### src/rtl/wb_stage.sv
// Write-back stage: register-file write port, HI/LO registers, a small CP0
// (COUNT, STATUS, CAUSE, EPC), and exception / eret PC redirect.
//
// Handshake: the stage completes every instruction in one cycle. WB_valid
// marks the slot as live and there is no back-pressure, so WB_over simply
// mirrors WB_valid. A slot with WB_valid=0 changes nothing but COUNT.
module wb_stage #(
  parameter logic [31:0] EXC_ENTER_ADDR = 32'h0000_0000
) (
  input  logic         clk,
  input  logic         resetn,
  input  logic         WB_valid,
  input  logic [118:0] MEM_WB_bus_r,
  output logic         rf_wen,
  output logic [4:0]   rf_wdest,
  output logic [31:0]  rf_wdata,
  output logic         WB_over,
  output logic [4:0]   WB_wdest,
  output logic         exc_valid,
  output logic [31:0]  exc_pc,
  output logic [31:0]  WB_pc,
  output logic [31:0]  hi_out,
  output logic [31:0]  lo_out
);

  localparam logic [7:0] ADDR_COUNT  = 8'h48;
  localparam logic [7:0] ADDR_STATUS = 8'h60;
  localparam logic [7:0] ADDR_CAUSE  = 8'h68;
  localparam logic [7:0] ADDR_EPC    = 8'h70;

  localparam logic [4:0] EXC_CODE_OV  = 5'd12;
  localparam logic [4:0] EXC_CODE_SYS = 5'd8;

  // Bus fields
  logic        bus_rf_wen;
  logic [4:0]  bus_rf_wdest;
  logic [31:0] mem_result;
  logic [31:0] lo_result;
  logic        hi_write;
  logic        lo_write;
  logic        mfhi;
  logic        mflo;
  logic        mtc0;
  logic        mfc0;
  logic [7:0]  cp0r_addr;
  logic        syscall;
  logic        eret;
  logic        overflow;
  logic [31:0] pc;

  assign bus_rf_wen   = MEM_WB_bus_r[118];
  assign bus_rf_wdest = MEM_WB_bus_r[117:113];
  assign mem_result   = MEM_WB_bus_r[112:81];
  assign lo_result    = MEM_WB_bus_r[80:49];
  assign hi_write     = MEM_WB_bus_r[48];
  assign lo_write     = MEM_WB_bus_r[47];
  assign mfhi         = MEM_WB_bus_r[46];
  assign mflo         = MEM_WB_bus_r[45];
  assign mtc0         = MEM_WB_bus_r[44];
  assign mfc0         = MEM_WB_bus_r[43];
  assign cp0r_addr    = MEM_WB_bus_r[42:35];
  assign syscall      = MEM_WB_bus_r[34];
  assign eret         = MEM_WB_bus_r[33];
  assign overflow     = MEM_WB_bus_r[32];
  assign pc           = MEM_WB_bus_r[31:0];

  // Architectural state
  logic [31:0] hi_q;
  logic [31:0] lo_q;
  logic [31:0] count_q;
  logic [31:0] status_q;
  logic [31:0] cause_q;
  logic [31:0] epc_q;

  // Slot classification. Overflow outranks syscall, which outranks eret.
  logic commit;
  logic take_exc;
  logic take_eret;
  logic mtc0_commit;

  assign commit      = WB_valid & ~overflow & ~syscall & ~eret;
  assign take_exc    = WB_valid & (overflow | syscall);
  assign take_eret   = WB_valid & ~overflow & ~syscall & eret;
  assign mtc0_commit = commit & mtc0;

  // HI/LO update; both may be written by one instruction
  always_ff @(posedge clk or negedge resetn) begin
    if (!resetn) begin
      hi_q <= '0;
      lo_q <= '0;
    end else if (commit) begin
      if (hi_write) hi_q <= mem_result;
      if (lo_write) lo_q <= lo_result;
    end
  end

  // COUNT free-runs; a committed mtc0 to COUNT overrides the increment
  always_ff @(posedge clk or negedge resetn) begin
    if (!resetn) begin
      count_q <= '0;
    end else if (mtc0_commit && (cp0r_addr == ADDR_COUNT)) begin
      count_q <= mem_result;
    end else begin
      count_q <= count_q + 32'd1;
    end
  end

  // STATUS/CAUSE/EPC: exception entry and eret take precedence over mtc0
  always_ff @(posedge clk or negedge resetn) begin
    if (!resetn) begin
      status_q <= '0;
      cause_q  <= '0;
      epc_q    <= '0;
    end else if (take_exc) begin
      epc_q       <= pc;
      status_q[1] <= 1'b1;
      cause_q[6:2] <= overflow ? EXC_CODE_OV : EXC_CODE_SYS;
    end else if (take_eret) begin
      status_q[1] <= 1'b0;
    end else if (mtc0_commit) begin
      case (cp0r_addr)
        ADDR_STATUS: status_q      <= mem_result;
        ADDR_CAUSE:  cause_q[9:8]  <= mem_result[9:8];
        ADDR_EPC:    epc_q         <= mem_result;
        default:     ;
      endcase
    end
  end

  // CP0 read port; unmapped addresses read as zero
  logic [31:0] cp0_rdata;

  always_comb begin
    cp0_rdata = '0;
    case (cp0r_addr)
      ADDR_COUNT:  cp0_rdata = count_q;
      ADDR_STATUS: cp0_rdata = status_q;
      ADDR_CAUSE:  cp0_rdata = cause_q;
      ADDR_EPC:    cp0_rdata = epc_q;
      default:     cp0_rdata = '0;
    endcase
  end

  // Register-file write data select (no bypass of same-cycle HI/LO writes)
  always_comb begin
    rf_wdata = mem_result;
    if (mfhi)      rf_wdata = hi_q;
    else if (mflo) rf_wdata = lo_q;
    else if (mfc0) rf_wdata = cp0_rdata;
  end

  // Redirect request; held low while reset is asserted
  always_comb begin
    exc_valid = 1'b0;
    exc_pc    = '0;
    if (resetn && take_exc) begin
      exc_valid = 1'b1;
      exc_pc    = EXC_ENTER_ADDR;
    end else if (resetn && take_eret) begin
      exc_valid = 1'b1;
      exc_pc    = epc_q;
    end
  end

  assign rf_wen   = WB_valid & bus_rf_wen & ~overflow;
  assign rf_wdest = bus_rf_wdest;
  assign WB_over  = WB_valid;
  assign WB_wdest = bus_rf_wdest & {5{WB_valid}};
  assign WB_pc    = pc;
  assign hi_out   = hi_q;
  assign lo_out   = lo_q;

endmodule

### config.mk
export PLATFORM = sky130hd
export DESIGN_NAME = wb_stage
export DESIGN_NICKNAME = d
export VERILOG_FILES = /design/src/rtl/wb_stage.sv
export SDC_FILE = /design/constraint.sdc
export NUM_CORES = 1
export LEC_CHECK = 0
export ABC_AREA = 1
export CAP_MARGIN = 30
export CORE_UTILIZATION = 48
export CTS_CLUSTER_DIAMETER = 100
export DETAILED_ROUTE_END_ITERATION = 8
export PLACE_DENSITY_LB_ADDON = 0.1
export SLEW_MARGIN = 0
export SYNTH_ARGS = -nofsm -noshare
export SYNTH_HDL_FRONTEND = slang
export SYNTH_SLANG_ARGS = --single-unit
### constraint.sdc
create_clock -name clk -period 1.7 [get_ports clk]
set_input_delay 0.34 -clock clk [delete_from_list [all_inputs] [get_ports clk]]
set_output_delay 0.34 -clock clk [all_outputs]
set_load 0.02 [all_outputs]
Yosys cells after proc, flatten, opt, wreduce, memory -nomap -nowiden:

Cells that the tools add are included.

* flip-flop bits (word level): 167
* input port bits: 122
* output and inout bits: 173
* logic and storage cells: 60

* add/sub/neg operators: 1
* equality and inequality tests: 5
* muxes and demuxes: 18
* bitwise gates (word level): 15
* reduce and logical (&&, ||, !) cells: 13

Operators with widths (count)
* 32-bit 2-to-1 mux: 10
* 32-bit case mux with 4 select lines: 1
* 32-bit by 1-bit adder with 32-bit output (second input constant): 1
* 8-bit by 7-bit == test with 1-bit output (second input constant): 4
* 1-bit bitwise AND: 8
* 4-bit AND reduction: 2
* 2-bit AND reduction: 3
* 3-bit nonzero test: 2
* 5-bit bitwise AND: 1
* 1-bit inverter: 5
* 1-bit 2-to-1 mux: 4
* 2-bit 2-to-1 mux: 2
* 2-bit nonzero test: 2
* 1-bit logical AND: 3
* 3-bit 2-to-1 mux: 1
* 3-bit AND reduction: 1
* 2-bit != test (second input constant): 1
* 1-bit bitwise OR: 1

Logic depth before layout (Yosys ltp):

* depth in word-level cells: 8
* depth in mapped cells: 12
* mapped depth without buffers: 11

Worst setup path after synthesis:

OpenSTA, ideal clock, no wires.

* path type: input to output
* start point: input port MEM_WB_bus_r[36]
* end point: output port rf_wdata[23]
* arrival time: 1417 ps
* data required time: 1360 ps
* slack: -57 ps
* stages on the path: 11
* path buffers: 2
* path through: nor2_1 -> nand2_1 -> nor2_2 -> buf_4 -> buf_4 -> nand2_1 -> nand3_1 -> nand2_1 -> nand2_1 -> nand2_1 -> nand2_1

* longest elaborated chain between the ends: 5
* elaborated cells on any way between the ends: 8
* those cells by class: 4 x eq/ne; 4 x mux

Ends and longest elaborated chain
* start, declared: RTL line 13 `input logic [118:0] MEM_WB_bus_r,`
* 8-bit by 7-bit == test with 1-bit output: RTL line 135 `case (cp0r_addr)`
* 32-bit case mux with 4 select lines (*): RTL line 135
* 32-bit 2-to-1 mux (*): RTL line 149 `else if (mfc0) rf_wdata = cp0_rdata;`
* 32-bit 2-to-1 mux (*): RTL line 148 `else if (mflo) rf_wdata = lo_q;`
* 32-bit 2-to-1 mux (*): RTL line 147 `if (mfhi) rf_wdata = hi_q;`
* end, declared: RTL line 16 `output logic [31:0] rf_wdata,`

Mark *: on every way between the ends. The rest lies on a longest branch, timed or not.

Worst setup path after layout:

* start point: input port MEM_WB_bus_r[37]
* end point: output port rf_wdata[0]

The elaborated chain is that of the path after synthesis.

==> flow_summary_export.csv <==
group,metric,value,unit
run_status,status,"finished with violations",
run_status,violations,"setup timing",
sta,tightest_slew,0.8440,ns
power,vdd_drop_max,0.6924,mV
route,vias_per_cell,5.281,
finish,nNetsFinal,1929,
worst_setup_path,arrival,1.73,ns
sta,timing.hold.ws,0.2055,ns
sta,min_period_over_period,1.217,
worst_setup_path,cpMaxStageDelayCell,"nor2_4",
yosys,syn_inst,1427,
sta,rsz0062_at_grt,"yes",
placement,gp_congestion,0.8660,
worst_setup_path,r2r_slack,0.05,ns
worst_setup_path,rr_worst_depth,9,
finish,num_antenna_cells,0,
worst_hold_path,worstHoldPathType,"input port to flop",
floorplanning,ios,295,
finish,drive_gt1_frac,0.2749,
route,drcViolationCount,0,
floorplanning,core_area,19590,sq um
placement,io_buffers,294,
sta,finalHoldViolCount,0,
cts,cts_tree,"yes",
worst_setup_path,startpoint_type,"input port",
cts,cts_made_buffers,17,
worst_setup_path,critical_path.max_fanout,7,
placement,dp.cells,2022,
worst_setup_path,cp_common_cell,"nand2_1",
floorplanning,start_util,0.4932,
sta,post-route-min-period,2.069,ns
route,routed_wl,36.06,mm
sta,finalSetupTns,-13.50,ns
grt,grt_overflow,0,
route,antenna_left,0,
sta,relSlewSlack,0.4374,
cts,clk_pin_slew,0.07,ns
route,dr_total_vias,11010,
worst_hold_path,min_from,"MEM_WB_bus_r[32]",
cts,cts_hold_buf,0,
yosys,synth_area,9662,sq um
cts,root_buffer,"clkbuf_16",
sta,slew_violations,0,
sta,setup_ws,-0.3692,ns
yosys,synth.ff_latch_count,164,
yosys,ys_seq_area_frac,0.4248,
power,powerDensity,796.5,nW/um^2
worst_setup_path,rr_endpoint,"count_q[9]",
grt,grt_pass1_wl,54.86,mm
finish,num-fill-cells,1413,
worst_setup_path,max_stage_delay,0.22,ns
worst_setup_path,critPathCaptureType,"primary output",
yosys,post_synth.cell_area_avg,6.771,sq um
grt,antenna_found_initial,0,
placement,pre_cts_slack,-1.248,ns
power,p_leak,0.008261,uW
floorplanning,die_w,143.9,um
placement,placed_area,13740,sq um
worst_setup_path,endpoint,"rf_wdata[0]",
yosys,yosysWarnings,25,
worst_setup_path,worstPathCellList,"buf_4 > nor2_4 > nand2_4 > nor2_4 > buf_6 > buf_16 > nand2_1 > nand3_2 > nand2_2 > nand2_1 > nand2_1 > nand2_1 > buf_6",
cts,htreeDepth,4,
floorplanning,die-area,20700,sq um
sta,clock-skew-final,0.01384,ns
floorplanning,fp.dieH,143.9,um
route,drt_iter0_drc,771,
grt,grt_max_degree,151,
yosys,synth.distinct_cells,32,
worst_setup_path,cp.required,1.36,ns
sta,max_freq,483.3,MHz
worst_setup_path,startpoint,"MEM_WB_bus_r[37]",
flow_run,maxCapViolations,0,
sta,setup_viol,64,
cts,cts_max_path_buffers,2,
cts,clock_latency,0.44,ns
route,dr.pass1.iters,5,
finish,syn_to_final_growth,62.69,%
floorplanning,fp-row-count,51,
worst_setup_path,rr_startpoint,"count_q[6]",
route,wl_per_cell,17.30,um
finish,fin_area,15720,sq um
cts,cts_sinks,164,
worst_setup_path,crit_type,"input port to primary output",
placement,dp_hpwl,22.12,mm
finish,instances_no_fill,2084,
grt,grt_pass1_vias,10790,
yosys,synth_nets,1550,
grt,grt_use_total,0.3485,
[layout by cell type (no fill, tap or decap), types with 2 or more instances in the layout]
cell / instances
buf_4: 128
nand3b_1: 6
xnor2_1: 5
a21oi_1: 96
buf_12: 31
buf_2: 2
bufinv_16: 2
clkdlybuf4s50_1: 105
nand3_1: 31
nor2_2: 15
nand2_2: 66
inv_4: 2
inv_6: 6
nor2_4: 42
inv_2: 7
nand4_1: 6
o21bai_1: 2
dfrtp_1: 163
nand2_4: 37
xor2_1: 7
nor3_1: 4
nor3_2: 3
clkinv_2: 2
o21ai_1: 46
buf_16: 5
nor2_1: 65
nand3_2: 34
dlygate4sd2_1: 111
o21ai_0: 108
nand2_1: 432
clkbuf_16: 17
buf_6: 81
inv_1: 129
buf_8: 3
inv_8: 6
[worst max-delay path: cells and delay by family]
kind,cells,cell delay [ns]
simple gates,9,0.86
buf+inv,4,0.53
[power breakdown]
part	total, uW	switching (uW)	internal, uW	leakage, uW
Clock	4140	1900	2250	0.000303
Sequential	4750	356	4400	0.00205
Combinational	3630	2070	1560	0.00591
Total	12500	4320	8200	0.00826
[kinds of logic (layout without fill, tap and decap cells)]
group,count (synthesis),count (layout),synth area share
AO/OA/AOI/OAI,254,254,0.1323
XOR/XNOR,12,12,0.01088
adder cells (fa/ha/maj),1,1,0.001295
buffers and inverters,249,641,0.1189
flip-flops,164,164,0.4248
AND/OR/NAND/NOR,747,747,0.3118
[Yosys cell counts (all sizes together)]
cell,count,area [sq um]
a21oi,96,480.5
xor2,7,61.31
nor2,123,488.0
ha,1,12.51
nand3b,6,45.04
o211ai,1,7.510
nand4,6,37.54
inv,138,518.0
or2,2,15.02
nand2,535,2036
clkinv,2,13.76
xnor2,5,43.79
clkbuf,45,168.9
nand3,66,345.3
nand2b,1,6.260
o21bai,2,15.01
dfrtp,164,4104
o21ai,155,775.7
buf,64,447.9
nor3,8,40.04
[per-stage QoR]
step,total power [uW],utilization
floorplan,6466,-
global placement,8294,0.7013
detailed placement,8361,0.7013
CTS,12370,0.7977
global route,13040,0.8024
finish,12520,0.8024
[what timing repair did]
item	4_1_cts	5_1_grt
setup buffers	20	7
cloned	11	0
endpoints found under the setup margin	185	87
resized for setup	775	80
pin swaps	75	54
[worst min path at each step]
stage | cells after the start | to
final | 4 | cause_q[4]
after global routing | 4 | cause_q[4]
after CTS | 4 | cause_q[4]
after detailed placement | 1 | cause_q[5]
after global placement | 1 | cause_q[5]
after floorplan | 0 | cause_q[4]
[routing by layer]
layer,track usage,share of wire,wire length (um),vias to the layer above
met4,0.1501,0.031,1103,0
met3,0.05831,0.067,2403,83
met5,0,0,0,-
li1,-,-,-,5204
met2,0.5901,0.49,17810,481
met1,0.4370,0.41,14740,5237
[layout make-up]
type / count / area, sq um / share of cell area
multi-input cells: 1014 / 5368 / 0.3415
repair buffers: 469 / 4767 / 0.3033
flip-flops and latches: 164 / 4105 / 0.2612
inverters: 140 / 539.3 / 0.03431
clock buffers: 17 / 425.4 / 0.02706
well taps: 265 / 331.6 / 0.02109
clock inverters: 15 / 182.7 / 0.01162
[state kept, by name (all words and copies together), names as in the netlist]
| name | cells |
|---|---|
| epc_q | 32 |
| hi_out | 32 |
| lo_out | 32 |
| cause_q | 4 |
| status_q | 32 |
| count_q | 32 |
Note: power is estimated with default switching activity, not from simulation.
